--- config.mk ---
export PLATFORM = sky130hd
export DESIGN_NAME = cpu_bus_if_flat
export DESIGN_NICKNAME = d
export VERILOG_FILES = /design/src/rtl/cpu_bus_if_if.sv /design/src/rtl/cpu_bus_if.sv /design/src/flat_wrapper.sv
export SDC_FILE = /design/constraint.sdc
export NUM_CORES = 1
export LEC_CHECK = 0
export CAP_MARGIN = 20
export CORE_MARGIN = 8
export CORE_UTILIZATION = 41
export DETAILED_ROUTE_END_ITERATION = 12
export PLACE_DENSITY = 0.8
export SLEW_MARGIN = 10
export SYNTH_ARGS = -nofsm -noshare
export SYNTH_HDL_FRONTEND = slang
export SYNTH_SLANG_ARGS = --single-unit
--- constraint.sdc ---
create_clock -name clk -period 1.6 [get_ports clk]
set_input_delay 0.32 -clock clk [delete_from_list [all_inputs] [get_ports clk]]
set_output_delay 0.32 -clock clk [all_outputs]
set_load 0.02 [all_outputs]
--- src/rtl/cpu_bus_if_if.sv ---
// Bus bundle between the CPU control unit, the cpu_bus_if bridge and the
// memory map. The bridge connects through the slave modport. The CPU and
// memory environment connect through the master modport.
interface cpu_bus_if_if;
    // CPU side
    logic        cpu_en;
    logic        req;
    logic        we;
    logic [15:0] addr;
    logic [7:0]  wdata;
    logic [7:0]  rdata;
    logic        stall;
    logic        done;
    logic        timeout;
    // memory side
    logic [15:0] mem_addr;
    logic [7:0]  mem_wdata;
    logic        mem_re;
    logic        mem_we;
    logic [7:0]  mem_rdata;
    logic        mem_ready;

    modport slave (
        input  cpu_en, req, we, addr, wdata, mem_rdata, mem_ready,
        output mem_addr, mem_wdata, mem_re, mem_we, rdata, stall, done, timeout
    );

    modport master (
        output cpu_en, req, we, addr, wdata, mem_rdata, mem_ready,
        input  mem_addr, mem_wdata, mem_re, mem_we, rdata, stall, done, timeout
    );
endinterface

--- src/rtl/cpu_bus_if.sv ---
// cpu_bus_if: bridges single-cycle CPU bus requests onto a memory map that
// answers with a ready handshake. The bridge has three states:
// IDLE, then ACCESS (strobes held until mem_ready), then DONE (one-cycle done pulse).
// Optional feature: define BUS_TIMEOUT_EN to force completion after TIMEOUT
// unanswered ACCESS cycles. In that case a timeout pulse is raised and rdata is left untouched.
module cpu_bus_if #(
    parameter int TIMEOUT = 8   // 1..255
) (
    input  logic         clk,
    input  logic         reset,  // synchronous, active-low
    cpu_bus_if_if.slave  bus
);

    typedef enum logic [1:0] {IDLE, ACCESS, DONE} state_t;

    state_t      state;
    state_t      state_next;

    logic        we_q;
    logic [15:0] addr_q;
    logic [7:0]  wdata_q;
    logic        re_q;
    logic        wr_q;
    logic [7:0]  rdata_q;
    logic        done_q;

`ifdef BUS_TIMEOUT_EN
    localparam logic [7:0] WAIT_LAST = 8'(TIMEOUT - 1);
    logic [7:0]  wait_cnt;
    logic        timeout_q;
    logic        expire;
`endif

    // Next-state decode. CPU inputs only matter in IDLE. cpu_en only gates new requests.
    always_comb begin
        state_next = state;
`ifdef BUS_TIMEOUT_EN
        expire = 1'b0;
`endif
        case (state)
            IDLE: begin
                if (bus.req && bus.cpu_en) state_next = ACCESS;
            end
            ACCESS: begin
                if (bus.mem_ready) begin
                    state_next = DONE;
                end
`ifdef BUS_TIMEOUT_EN
                else if (wait_cnt == WAIT_LAST) begin
                    state_next = DONE;
                    expire     = 1'b1;
                end
`endif
            end
            DONE: state_next = IDLE;
            default: state_next = IDLE;
        endcase
    end

    // State register
    always_ff @(posedge clk) begin
        if (!reset) state <= IDLE;
        else        state <= state_next;
    end

    // Request capture, strobe generation and read-data latching
    always_ff @(posedge clk) begin
        if (!reset) begin
            we_q    <= 1'b0;
            addr_q  <= 16'h0000;
            wdata_q <= 8'h00;
            re_q    <= 1'b0;
            wr_q    <= 1'b0;
            rdata_q <= 8'h00;
            done_q  <= 1'b0;
        end else begin
            done_q <= (state == ACCESS) && (state_next == DONE);
            case (state)
                IDLE: begin
                    if (state_next == ACCESS) begin
                        addr_q  <= bus.addr;
                        wdata_q <= bus.wdata;
                        we_q    <= bus.we;
                        re_q    <= ~bus.we;
                        wr_q    <= bus.we;
                    end
                end
                ACCESS: begin
                    if (state_next == DONE) begin
                        re_q <= 1'b0;
                        wr_q <= 1'b0;
                        // a write leaves its own data on the bus (open-bus value)
                        if (bus.mem_ready) rdata_q <= we_q ? wdata_q : bus.mem_rdata;
                    end
                end
                default: begin
                    re_q <= 1'b0;
                    wr_q <= 1'b0;
                end
            endcase
        end
    end

`ifdef BUS_TIMEOUT_EN
    // Wait counter: cleared on ACCESS entry, counts unanswered ACCESS cycles
    always_ff @(posedge clk) begin
        if (!reset) begin
            wait_cnt  <= 8'h00;
            timeout_q <= 1'b0;
        end else begin
            timeout_q <= expire;
            if (state == IDLE && state_next == ACCESS) wait_cnt <= 8'h00;
            else if (state == ACCESS && !bus.mem_ready) wait_cnt <= wait_cnt + 8'h01;
        end
    end

    assign bus.timeout = timeout_q;
`else
    assign bus.timeout = 1'b0;
`endif

    assign bus.mem_addr  = addr_q;
    assign bus.mem_wdata = wdata_q;
    assign bus.mem_re    = re_q;
    assign bus.mem_we    = wr_q;
    assign bus.rdata     = rdata_q;
    assign bus.done      = done_q;
    assign bus.stall     = (state == ACCESS);

endmodule

--- src/flat_wrapper.sv ---
// flat-port wrapper written by rule: the top's interface ports become plain ports
module cpu_bus_if_flat 
#(
    parameter int TIMEOUT = 8            
)
  (clk, reset, bus_cpu_en, bus_req, bus_we, bus_addr, bus_wdata, bus_mem_rdata, bus_mem_ready, bus_mem_addr, bus_mem_wdata, bus_mem_re, bus_mem_we, bus_rdata, bus_stall, bus_done, bus_timeout);
  cpu_bus_if_if bus_i ();
  input  logic clk;
  input  logic reset;
  input wire logic [$bits(bus_i.cpu_en)-1:0] bus_cpu_en;
  input wire logic [$bits(bus_i.req)-1:0] bus_req;
  input wire logic [$bits(bus_i.we)-1:0] bus_we;
  input wire logic [$bits(bus_i.addr)-1:0] bus_addr;
  input wire logic [$bits(bus_i.wdata)-1:0] bus_wdata;
  input wire logic [$bits(bus_i.mem_rdata)-1:0] bus_mem_rdata;
  input wire logic [$bits(bus_i.mem_ready)-1:0] bus_mem_ready;
  output wire logic [$bits(bus_i.mem_addr)-1:0] bus_mem_addr;
  output wire logic [$bits(bus_i.mem_wdata)-1:0] bus_mem_wdata;
  output wire logic [$bits(bus_i.mem_re)-1:0] bus_mem_re;
  output wire logic [$bits(bus_i.mem_we)-1:0] bus_mem_we;
  output wire logic [$bits(bus_i.rdata)-1:0] bus_rdata;
  output wire logic [$bits(bus_i.stall)-1:0] bus_stall;
  output wire logic [$bits(bus_i.done)-1:0] bus_done;
  output wire logic [$bits(bus_i.timeout)-1:0] bus_timeout;
  assign bus_i.cpu_en = bus_cpu_en;
  assign bus_i.req = bus_req;
  assign bus_i.we = bus_we;
  assign bus_i.addr = bus_addr;
  assign bus_i.wdata = bus_wdata;
  assign bus_i.mem_rdata = bus_mem_rdata;
  assign bus_i.mem_ready = bus_mem_ready;
  assign bus_mem_addr = bus_i.mem_addr;
  assign bus_mem_wdata = bus_i.mem_wdata;
  assign bus_mem_re = bus_i.mem_re;
  assign bus_mem_we = bus_i.mem_we;
  assign bus_rdata = bus_i.rdata;
  assign bus_stall = bus_i.stall;
  assign bus_done = bus_i.done;
  assign bus_timeout = bus_i.timeout;
  cpu_bus_if #(.TIMEOUT(TIMEOUT)) u_core (.clk(clk), .reset(reset), .bus(bus_i));
endmodule
Word level (Yosys, flattened, before mapping) --
Index checks and enable logic that the tools add are counted.
Word-level totals: output and inout bits 37, register bits after elaboration 38, logic and storage cells 29
Operators by class: reductions and logical operators 6, bitwise operators 1, mux-type cells 9, eq/ne operators 5
Operators by type and width (number):
- $mux 8 | 1
- $eq 2x1->1 const B | 2
- $mux 2 | 2
- $ne 2x1->1 const B | 2
- $pmux 1 s2 | 2
- $pmux 2 s2 | 1
- $reduce_and 2->1 | 2
- $mux 1 | 3
- $reduce_and 3->1 | 1
- $eq 2x2->1 const B | 1
- $logic_and 1x1->1 | 2
- $logic_not 2->1 | 1
- $not 1->1 | 1

Longest topological paths before layout --
word-level depth 6, mapped depth 5, mapped depth without buffers 3

Worst setup path after synthesis --
Ideal clock, no wire load.
path type register -> register, start point register u_core.state[1], end point register u_core.rdata_q[0], in the netlist u_core.bus.rdata[0], setup time 0.116 ns, arrival time 1.023 ns, period minus slack after synthesis 1.139 ns, path slack 0.461 ns, data required time 1.484 ns, path buffers 2, stages on the path, launching flop included 5, path through dfxtp_1 and3b_1 buf_2 buf_2 o211a_1
Between the ends: cells in the longest elaborated chain, start to end 4, elaborated cells on any way between the ends 7, those cells by class 2 x eq/ne; 3 x mux; 2 x reduce/logical
Ends and longest elaborated chain:
- start, declared | RTL line cpu_bus_if.sv:16 | state_t state;
- start signal, assigned | RTL line cpu_bus_if.sv:63 | else state <= state_next;
- $eq 2x1->1, or another cell as far along | RTL line cpu_bus_if.sv:40, cpu_bus_if.sv:78
- $pmux 2 s2 | RTL line cpu_bus_if.sv:40 | case (state)
- $eq 2x2->1 | RTL line cpu_bus_if.sv:89 | if (state_next == DONE) begin
- $reduce_and 3->1 (no line) (*)
- end signal, assigned | RTL line cpu_bus_if.sv:93 | if (bus.mem_ready) rdata_q <= we_q ? wdata_q : bus.mem_rdata;
- end, declared | RTL line cpu_bus_if.sv:24 | logic [7:0] rdata_q;
Every way passes the cells marked *; elsewhere a longest branch is shown, timed or not. A chain may end at the register's enable or synchronous reset.

Final worst setup path --
start point register u_core.addr_q[4], in the netlist u_core.bus.mem_addr[4], end point output bus_mem_addr[4]
RTL lines:
- start, declared | RTL line cpu_bus_if.sv:20 | logic [15:0] addr_q;
- start signal, assigned | RTL line cpu_bus_if.sv:81 | addr_q <= bus.addr;
- end, declared | RTL line flat_wrapper.sv:17 | output wire logic [$bits(bus_i.mem_addr)-1:0] bus_mem_addr;
No word-level cell between the ends.

==> flow_summary.json <==
{
  "outcome": "completed",
  "fp.dieH_um": 78.8,
  "yosys_warnings": 0,
  "start_kind": "flip-flop",
  "rr_startpoint": "u_core.state[0]$_SDFF_PN0_",
  "initial_core_util_pct": 41.6,
  "synth_seq_cells": 38,
  "cts_root_buf": "clkbuf_8",
  "path_buf_inv": 1,
  "layout_commonest_cell": "clkdlybuf4s50_1",
  "core_area_sq_um": 3880,
  "pwr-share-seq_pct": 48.9,
  "synth_top_family_by_area": "compound AO/OA/AOI/OAI gates",
  "syn_nets": 205,
  "grt_max_degree": 39,
  "ys_top_cells_by_area": "dfxtp_1, a21boi_2, nand2_1",
  "grt_overflow": 0,
  "synth_top_area_share_pct": 47.1,
  "worst_r2r_endpoint": "u_core.bus.mem_we$_SDFFE_PN0P_",
  "fmaxAchievable_mhz": 642,
  "htreeDepth": 2,
  "syn_inst": 167,
  "drtAntennaViolNets": 0,
  "gp_congestion": 0.706,
  "synth_top_area_cell": "dfxtp_1",
  "fin_tns_setup_ns": 0,
  "grt_use_total_pct": 13.2,
  "ys_seq_area_share_pct": 47.1,
  "drive_gt1_share_pct": 16.4,
  "rsz0062_at_grt": "no",
  "fin_util_pct": 64.9,
  "pwr-share-comb_pct": 18.6,
  "seqCellArea_sq_um": 761,
  "cts-hold-fix-buffers": 0,
  "design_area_sq_um": 2520,
  "cts_buffer_depth": 2,
  "drt-total-wl_um": 4100,
  "firstDrtPassIters": 2,
  "p_sw_share_pct": 25.1,
  "synth-compound-area-share_pct": 22.4,
  "p_switching_mw": 0.521,
  "tritoncts": "built",
  "post_synth_xor_area_fraction_pct": 0,
  "leakage_nw": 1.14,
  "multi_input_area_sq_um": 774,
  "dp_cells": 286,
  "insertion_delay_ns": 0.29,
  "post-route-period-util_pct": 97.4,
  "insertedDiodeCount": 0,
  "cp.required_ns": 1.28,
  "hold_class": "reg -> reg",
  "dieArea_sq_um": 6200,
  "crit_arrival_ns": 1.24,
  "cp_top_family": "buffers and inverters",
  "path_max_fanout": 2,
  "wl_per_cell_um": 13.9,
  "hold_viol_final": 0,
  "cp_slowest_cell": "clkdlybuf4s50_1",
  "reg2reg_depth": 5,
  "synth-simple-area-share_pct": 19.4,
  "area_growth_pct": 56.2,
  "cts.sinks": 38,
  "dr_total_vias": 1354,
  "nets": 281,
  "powerDensity_nw_per_um2": 823,
  "most-common-layout-cells": "clkdlybuf4s50_1, nand2_1, dfxtp_1",
  "grt_pass1_vias": 1343,
  "drt-initial-drc-count": 48,
  "synthAdderAreaFrac_pct": 0,
  "slew_violations": 0,
  "path_cells": "clkdlybuf4s50_1",
  "io_buffers": 73,
  "grt_pass1_wl_um": 6390,
  "synth.avg_cell_area_sq_um": 9.67,
  "p_clk_share_pct": 32.4,
  "antenna_found_initial": 0,
  "avgViaCountPerCell": 4.61,
  "drc": 0,
  "cts.clk_slew.worst_paths_ns": 0.07,
  "rows": 23,
  "layout.cells.non_filler": 294,
  "ir_worst_vdd_v": 0.000527,
  "internal_power_mw": 1.56,
  "synth_cell_type_count": 22,
  "holdPathStages": 2,
  "r2r_setup_slack_ns": 0.28,
  "cp-end-kind": "output pin",
  "maxCapViolCount": 0,
  "whs_ns": 0.461,
  "whs_endpoint": "u_core.bus.mem_addr[13]$_SDFFE_PN0P_",
  "muxShareOfSynthArea_pct": 4.96,
  "placed_area_sq_um": 2430,
  "cpPeakStageDelay_ns": 0.62,
  "die_x_um": 78.8,
  "setup_violations": 0,
  "hpwlAfterDp_um": 3100,
  "worst_clock_skew_ns": 0.00554,
  "final.min_clock_period_ns": 1.56,
  "criticalPathCategory": "reg -> out",
  "cts-buffers-inserted": 5,
  "fill_cells": 343,
  "worst_hold_startpoint": "u_core.bus.mem_addr[13]$_SDFFE_PN0P_",
  "io_pins": 75,
  "synth_area_sq_um": 1620
}
-- how the worst max path moves through the flow --
stage,end,start,slack (ns),cells after the start
global placement,u_core.we_q$_SDFFE_PN0P_,bus_cpu_en,-0.06,5
CTS,bus_mem_re,u_core.bus.mem_re$_SDFFE_PN0P_,0.002,1
finish,bus_mem_addr[4],u_core.bus.mem_addr[4]$_SDFFE_PN0P_,0.04,1
global route,bus_mem_addr[4],u_core.bus.mem_addr[4]$_SDFFE_PN0P_,0.003,1
floorplan,u_core.bus.rdata[0]$_SDFFE_PN0P_,u_core.state[1]$_SDFF_PN0_,0.46,4
detailed placement,u_core.bus.mem_we$_SDFFE_PN0P_,bus_cpu_en,-0.07,5
-- power groups by stage --
stage	clock network, mW	logic (mW)	registers, mW
2_1_floorplan	0	0.146	1.08
3_3_place_gp	0	0.397	1.04
3_5_place_dp	0	0.400	1.04
4_1_cts	0.695	0.394	1.02
5_1_grt	0.737	0.416	1.02
6_report	0.673	0.387	1.02
-- layout make-up --
type / instances / area share [%]
tap: 50 / 2.48
sequential: 38 / 30.2
clock inverter: 1 / 0.198
multi-input combinational: 115 / 30.7
clock buffer: 7 / 3.42
timing repair buffer: 83 / 33.0
-- cell families after synthesis --
logic type / count (synthesis)
muxes: 8
other: 1
buffers and inverters: 14
DFF: 38
and+or+nand+nor: 70
AOI/OAI and AO/OA: 36
-- synth_stat cells --
cell and n:
and3b_1 1, buf_4 4, o211a_1 8, buf_8 2
conb_1 1, and4b_1 1, nand4bb_1 1, nand2_2 3
nor2_1 1, nand2_1 56, clkbuf_1 4, buf_2 4
nand3b_1 1, dfxtp_1 38, and2_1 2, nor4bb_1 1
nor2b_1 2, a21boi_0 7, a21boi_2 19, nand4b_1 1
o21a_1 2, mux2i_1 8
-- registers in the layout (all words and copies together), names as in the netlist --
name	count
u_core.bus.mem_wdata	8
u_core.bus.mem_re	1
u_core.bus.done	1
u_core.we_q	1
u_core.state	2
u_core.bus.mem_addr	16
u_core.bus.mem_we	1
u_core.bus.rdata	8
-- through the flow --
step                total power [mW]  setup WS, ns
global placement                1.44       -0.0598
floorplan                       1.23         0.461
finish                          2.08        0.0422
global route                    2.17       0.00299
detailed placement              1.44       -0.0726
CTS                             2.11       0.00200
-- routing by layer --
layer | GRT usage, % | part of all wire, % | vias up
met2 | 21.9 | 50 | 37
met3 | 5.19 | 8.1 | 9
met4 | 9.07 | 3.1 | 0
met1 | 13.6 | 38 | 601
met5 | 0 | 0 | -
li1 | - | - | 707
-- timing repair --
| item | 4_1_cts | 5_1_grt |
|---|---|---|
| endpoints found under the setup margin | 10 | 6 |
| gates resized for setup | 10 | 6 |
| setup buffers | 0 | 0 |
Power figures use the tool's default switching activity.
